<file path="config.mk">
export PLATFORM = sky130hd
export DESIGN_NAME = l2_data_ram_ctrl
export DESIGN_NICKNAME = d
export VERILOG_FILES = /design/src/rtl/l2_ram_pkg.sv /design/src/rtl/l2_rsp_fifo.sv /design/src/rtl/l2_data_ram_ctrl.sv
export SDC_FILE = /design/constraint.sdc
export NUM_CORES = 1
export LEC_CHECK = 0
export CAP_MARGIN = 0
export CORE_AREA = 2 2 445 447
export DETAILED_ROUTE_END_ITERATION = 10
export DIE_AREA = 0 0 447 449
export GPL_ROUTABILITY_DRIVEN = 0
export HOLD_SLACK_MARGIN = 0.08
export PLACE_DENSITY = 0.36
export REMOVE_ABC_BUFFERS = 1
export SLEW_MARGIN = 30
export SYNTH_ARGS = -nofsm -noshare
export SYNTH_HDL_FRONTEND = slang
export SYNTH_SLANG_ARGS = --single-unit
</file>
<file path="constraint.sdc">
create_clock -name clk_i -period 23 [get_ports clk_i]
set_input_delay 4.6 -clock clk_i [delete_from_list [all_inputs] [get_ports clk_i]]
set_output_delay 4.6 -clock clk_i [all_outputs]
set_load 0.01 [all_outputs]
</file>
<file path="src/rtl/l2_ram_pkg.sv">
// Shared widths and request/response records for the L2 data array controller.
// The controller's parameter defaults come from here, so the records and ports stay in step.
package l2_ram_pkg;

  localparam int L2_RAM_ADDR_W = 10;
  localparam int L2_RAM_DATA_W = 256;
  localparam int L2_RAM_STRB_W = L2_RAM_DATA_W / 8;
  localparam int L2_RAM_TAG_W  = 4;

  typedef struct packed {
    logic                     write;
    logic [L2_RAM_ADDR_W-1:0] addr;
    logic [L2_RAM_DATA_W-1:0] wdata;
    logic [L2_RAM_STRB_W-1:0] strb;
    logic [L2_RAM_TAG_W-1:0]  tag;
  } l2_ram_req_t;

  typedef struct packed {
    logic [L2_RAM_DATA_W-1:0] rdata;
    logic [L2_RAM_TAG_W-1:0]  tag;
  } l2_ram_rsp_t;

endpackage

</file>
<file path="src/rtl/l2_rsp_fifo.sv">
// Small synchronous FIFO with occupancy count; head is read straight from storage.
// Pointers wrap modulo DEPTH, so any depth from 1 upward works.
module l2_rsp_fifo
  import l2_ram_pkg::*;
#(
  parameter int  DEPTH = 3,
  parameter type T     = l2_ram_rsp_t
) (
  input  logic                         clk,
  input  logic                         rst_n,
  input  logic                         push,
  input  T                             push_data,
  input  logic                         pop,
  output T                             head,
  output logic [$clog2(DEPTH+1)-1:0]   count
);

  localparam int CNT_W = $clog2(DEPTH + 1);
  localparam int PTR_W = (DEPTH > 1) ? $clog2(DEPTH) : 1;
  localparam logic [PTR_W-1:0] LAST = PTR_W'(DEPTH - 1);
  localparam logic [CNT_W-1:0] FULL = CNT_W'(DEPTH);

  T                 mem [DEPTH];
  logic [PTR_W-1:0] wr_ptr;
  logic [PTR_W-1:0] rd_ptr;
  logic [CNT_W-1:0] cnt;

  function automatic logic [PTR_W-1:0] bump(input logic [PTR_W-1:0] p);
    return (p == LAST) ? '0 : p + PTR_W'(1);
  endfunction

  // NOTE: the storage array is deliberately not reset; validity is defined by the
  // pointers and count alone, which keeps the entries plain enable flops.
  always_ff @(posedge clk) begin
    if (push) mem[wr_ptr] <= push_data;
  end

  // NOTE: all state here uses non-blocking assignment so every register samples
  // pre-edge values regardless of block ordering.
  always_ff @(posedge clk) begin
    if (!rst_n) begin
      wr_ptr <= '0;
      rd_ptr <= '0;
      cnt    <= '0;
    end else begin
      if (push) wr_ptr <= bump(wr_ptr);
      if (pop)  rd_ptr <= bump(rd_ptr);
      case ({push, pop})
        2'b10:   cnt <= cnt + CNT_W'(1);
        2'b01:   cnt <= cnt - CNT_W'(1);
        default: cnt <= cnt;
      endcase
    end
  end

  assign head  = mem[rd_ptr];
  assign count = cnt;

  a_no_overflow: assert property (@(posedge clk) disable iff (!rst_n)
    !(push && !pop && cnt == FULL));

  a_no_underflow: assert property (@(posedge clk) disable iff (!rst_n)
    !(pop && cnt == '0));

endmodule

</file>
<file path="src/rtl/l2_data_ram_ctrl.sv">
// Initiator-side controller for the single-port 1024x256 L2 data array.
// Reads are credit-limited against the response FIFO so unheld array data is never dropped.
module l2_data_ram_ctrl
  import l2_ram_pkg::*;
#(
  parameter int ADDR_W    = L2_RAM_ADDR_W,
  parameter int DATA_W    = L2_RAM_DATA_W,
  parameter int STRB_W    = L2_RAM_STRB_W,
  parameter int TAG_W     = L2_RAM_TAG_W,
  parameter int RSP_DEPTH = 3
) (
  input  logic              clk_i,
  input  logic              rst_n_i,
  input  logic              req_valid_i,
  output logic              req_ready_o,
  input  logic              req_write_i,
  input  logic [ADDR_W-1:0] req_addr_i,
  input  logic [DATA_W-1:0] req_wdata_i,
  input  logic [STRB_W-1:0] req_strb_i,
  input  logic [TAG_W-1:0]  req_tag_i,
  output logic              rsp_valid_o,
  input  logic              rsp_ready_i,
  output logic [DATA_W-1:0] rsp_rdata_o,
  output logic [TAG_W-1:0]  rsp_tag_o,
  output logic              ram_cs_o,
  output logic              ram_we_o,
  output logic [ADDR_W-1:0] ram_addr_o,
  output logic [DATA_W-1:0] ram_wdata_o,
  output logic [STRB_W-1:0] ram_strb_o,
  input  logic [DATA_W-1:0] ram_rdata_i,
  output logic              busy_o
);

  localparam int CNT_W = $clog2(RSP_DEPTH + 1);
  localparam logic [CNT_W:0] CREDITS = (CNT_W + 1)'(RSP_DEPTH);

  l2_ram_req_t      req;
  l2_ram_rsp_t      push_data;
  l2_ram_rsp_t      head;
  logic             issue;
  logic             issue_rd;
  logic             pop;
  logic             s1_vld;
  logic [TAG_W-1:0] s1_tag;
  logic [CNT_W-1:0] fifo_cnt;
  logic [CNT_W:0]   reserved;

  assign req = '{write: req_write_i, addr: req_addr_i, wdata: req_wdata_i,
                 strb: req_strb_i, tag: req_tag_i};

  // A read holds its credit from issue until its response is popped; writes share the
  // gate only to keep the acceptance rule uniform.
  assign reserved    = {1'b0, fifo_cnt} + {{CNT_W{1'b0}}, s1_vld};
  assign req_ready_o = rst_n_i && (reserved < CREDITS);
  assign issue       = req_valid_i && req_ready_o;
  assign issue_rd    = issue && !req.write;

  assign ram_cs_o    = issue;
  assign ram_we_o    = issue && req.write;
  assign ram_addr_o  = req.addr;
  assign ram_wdata_o = req.wdata;
  assign ram_strb_o  = req.strb;

  always_ff @(posedge clk_i) begin
    if (!rst_n_i) s1_vld <= 1'b0;
    else          s1_vld <= issue_rd;
  end

  always_ff @(posedge clk_i) begin
    if (issue_rd) s1_tag <= req.tag;
  end

  // The array mux moves on every cycle, so capture happens whenever s1_vld is set,
  // independent of rsp_ready_i; the credit check guarantees room.
  assign push_data = '{rdata: ram_rdata_i, tag: s1_tag};
  assign pop       = rsp_valid_o && rsp_ready_i;

  l2_rsp_fifo #(
    .DEPTH (RSP_DEPTH),
    .T     (l2_ram_rsp_t)
  ) u_rsp_fifo (
    .clk       (clk_i),
    .rst_n     (rst_n_i),
    .push      (s1_vld),
    .push_data (push_data),
    .pop       (pop),
    .head      (head),
    .count     (fifo_cnt)
  );

  assign rsp_valid_o = (fifo_cnt != '0);
  assign rsp_rdata_o = head.rdata;
  assign rsp_tag_o   = head.tag;
  assign busy_o      = s1_vld || rsp_valid_o;

  a_credit_bound: assert property (@(posedge clk_i) disable iff (!rst_n_i)
    reserved <= CREDITS);

  a_rsp_hold: assert property (@(posedge clk_i) disable iff (!rst_n_i)
    rsp_valid_o && !rsp_ready_i |=> rsp_valid_o && $stable(rsp_rdata_o) && $stable(rsp_tag_o));

endmodule

</file>
==> results.sh <==
export IMPL_core_mm2=0.196
export IMPL_yosys_area_top_type="edfxtp_1"
export IMPL_yosysMostFrequentCell="edfxtp_1"
export IMPL_stdcell_count=4987
export IMPL_yosysWarnings=0
export IMPL_numClockSinks=793
export IMPL_drt_iter0_markers=1628
export IMPL_path_delay_family="buffers and inverters"
export IMPL_wire_per_inst_um=46.3
export IMPL_p_leak_nw=12.0
export IMPL_h_tree_depth=3
export IMPL_grt_use_total=0.225
export IMPL_grt_setup_unrepaired="no"
export IMPL_drv_cap=0
export IMPL_grt_max_degree=113
export IMPL_area_growth_pct=28.9
export IMPL_setup_viol=0
export IMPL_cts_resized=0
export IMPL_ctsHoldBuffers=0
export IMPL_slew_violations=0
export IMPL_drt_pass1_iterations=7
export IMPL_crit_required_ns=18.40
export IMPL_ctsLongestPathBuffers=3
export IMPL_clock_fmax_mhz=91.9
export IMPL_postLayoutCoreUtil=0.208
export IMPL_synthCells=1993
export IMPL_fin_crit_sh=0.473
export IMPL_die_area_mm2=0.201
export IMPL_cts_tree="done"
export IMPL_worst_slew_pin_slew_ns=1.19
export IMPL_path_cells="clkdlybuf4s50_1 -> inv_1 -> a2111oi_4 -> and2_1 -> clkdlybuf4s50_1"
export IMPL_fin_ws_ns=12.12
export IMPL_clk_pin_slew_ns=0.06
export IMPL_vias=19100
export IMPL_postCtsSetupBuffers=0
export IMPL_synth_edff_count=784
export IMPL_cp_slowest_stage_delay_ns=0.53
export IMPL_cp_common_cell="clkdlybuf4s50_1"
export IMPL_tns_ns=0
export IMPL_slew_headroom=0.197
export IMPL_yosysTopAreaCellShare=0.745
export IMPL_netlist_cell_type_count=27
export IMPL_drc=0
export IMPL_ys_top_cells_by_count="edfxtp_1, buf_4, nand2_1, mux2i_1, o21ai_1"
export IMPL_path_buf_inv=3
export IMPL_rr_startpoint="s1_vld"
export IMPL_ys_ff_latch=793
export IMPL_clock_skew_ns=0.0318
export IMPL_io_buffers=529
export IMPL_endpoint_kind="output port"
export IMPL_startpoint="rst_n_i"
export IMPL_startpoint_type="input port"
export IMPL_row_count=163
export IMPL_power_density_mw_per_mm2=86.5
export IMPL_die_h_um=449
export IMPL_io_pins=1126
export IMPL_routed_wl_mm=231
export IMPL_antenna_found_initial=94
export IMPL_dp_cells=4805
export IMPL_fin_crit_ns=10.88
export IMPL_slowest_stage="clkdlybuf4s50_1"
export IMPL_seq_area_frac_synth=0.751
export IMPL_hold_path_startpoint="s1_tag[1]"
export IMPL_status="completed"
export IMPL_place_ws_ns=12.12
export IMPL_ant_nets=0
export IMPL_grt_overflow=0
export IMPL_path_class="in2out"
export IMPL_nets=2829
export IMPL_grt_pass1_vias=17500
export IMPL_syn_area_per_cell_um2=15.9
export IMPL_hpwl_mm=189
export IMPL_synth_flop_cell="edfxtp_1"
export IMPL_clock_latency_ns=0.74
export IMPL_synth_area_mm2=0.0316
export IMPL_drive_above_1_share=0.0726
export IMPL_root_buffer="clkbuf_16"
export IMPL_grt_first_pass_wirelength_mm=272
export IMPL_synth_top_cells_by_area="edfxtp_1, mux2i_1, buf_4"
export IMPL_initial_core_util=0.161
export IMPL_viasPerCell=3.83
export IMPL_cts_buffers=96
export IMPL_finalHoldViolCount=0
export IMPL_async_reset_ff_frac=0
export IMPL_worstPathArrival_ns=6.28
export IMPL_ir_worst_vdd_v=0.0000473
export IMPL_hold_class="reg2reg"
export IMPL_path_max_fanout=7
export IMPL_die_w_um=447
## final timing paths
check	endpoint	slack [ns]	depth (start not counted)
hold reg to reg	u_rsp_fifo.mem[1][1]	0.47	0
hold / removal	u_rsp_fifo.mem[1][1]	0.47	0
setup reg to reg	u_rsp_fifo.mem[0][105]	19.62	5
setup / recovery	ram_we_o	12.12	5
## registers in the layout (all words and copies together) (netlist names), named ones only
| register | cells |
|---|---|
| u_rsp_fifo.mem | 780 |
| s1_vld | 1 |
| u_rsp_fifo.rd_ptr | 2 |
| u_rsp_fifo.count | 2 |
| u_rsp_fifo.wr_ptr | 2 |
| s1_tag | 4 |
## through the flow
stage / hold WS (ns) / instance area, um^2 / power (mW)
final: 0.472 / 40700 / 3.52
after detailed placement: 0.461 / 37700 / 2.09
after floorplan: 0.440 / 28800 / 1.89
after global routing: 0.490 / 40700 / 3.65
after global placement: 0.464 / 37700 / 2.09
after CTS: 0.474 / 40700 / 3.59
## worst reg2reg max path, stage by stage, from the launching register on
cell     delay [ns]
dfxtp_1        0.42
inv_1          0.11
nor3_2         0.22
buf_4          0.56
buf_4          0.80
buf_4          0.81
## metal layers
metal | global-route usage | wire length, um
met1 | 0.165 | 59600
met2 | 0.333 | 98200
met3 | 0.298 | 64200
met4 | 0.0363 | 4140
met5 | 0.170 | 4800
## cell type report
cell class                 instances  area (um^2)
fill                           20900       155000
sequential                       793        23700
timing repair buffer             557         5560
multi-input combinational        811         5120
tap                             2640         3300
clock buffer                     119         2510
clock inverter                    57          490
inverter                           4         15.0
antenna                            6         15.0
## power breakdown
part / switching (mW) / leakage (nW) / internal [mW] / total (mW)
Sequential: 0.0115 / 7.17 / 1.61 / 1.62
Combinational: 0.229 / 3.38 / 0.197 / 0.425
Clock: 0.631 / 1.46 / 0.842 / 1.47
## placed cells by master (no fill, tap or decap), drive strengths merged
| master | instances |
|---|---|
| edfxtp | 784 |
| clkdlybuf4s50 | 529 |
| nand2 | 263 |
| o21ai | 262 |
| mux2i | 260 |
| clkbuf | 119 |
| clkinv | 41 |
| buf | 28 |
| dfxtp | 9 |
| inv | 9 |
| diode | 6 |
| bufinv | 6 |
| clkinvlp | 5 |
| a21oi | 4 |
| or3 | 3 |
| nor2b | 3 |
| ha | 3 |
| nor2 | 3 |
| nor3 | 1 |
| or2 | 1 |
| a211oi | 1 |
| a2111oi | 1 |
| and2 | 1 |
| and3b | 1 |
| xor2 | 1 |
| o21a | 1 |
| or3b | 1 |
| xnor2 | 1 |
## logic make-up (layout without fill, tap and decap cells)
group / after synthesis / in the layout / share of synthesized area
compound gates: 269 / 269 / 0.0435
xor+xnor: 2 / 2 / 0.000554
fa+ha+maj: 3 / 3 / 0.00119
buf+inv: 389 / 737 / 0.0878
flops: 793 / 793 / 0.751
mux: 260 / 260 / 0.0824
other cells: 0 / 6 / 0
simple gates: 277 / 277 / 0.0339
Power figures use the tool's default switching activity.
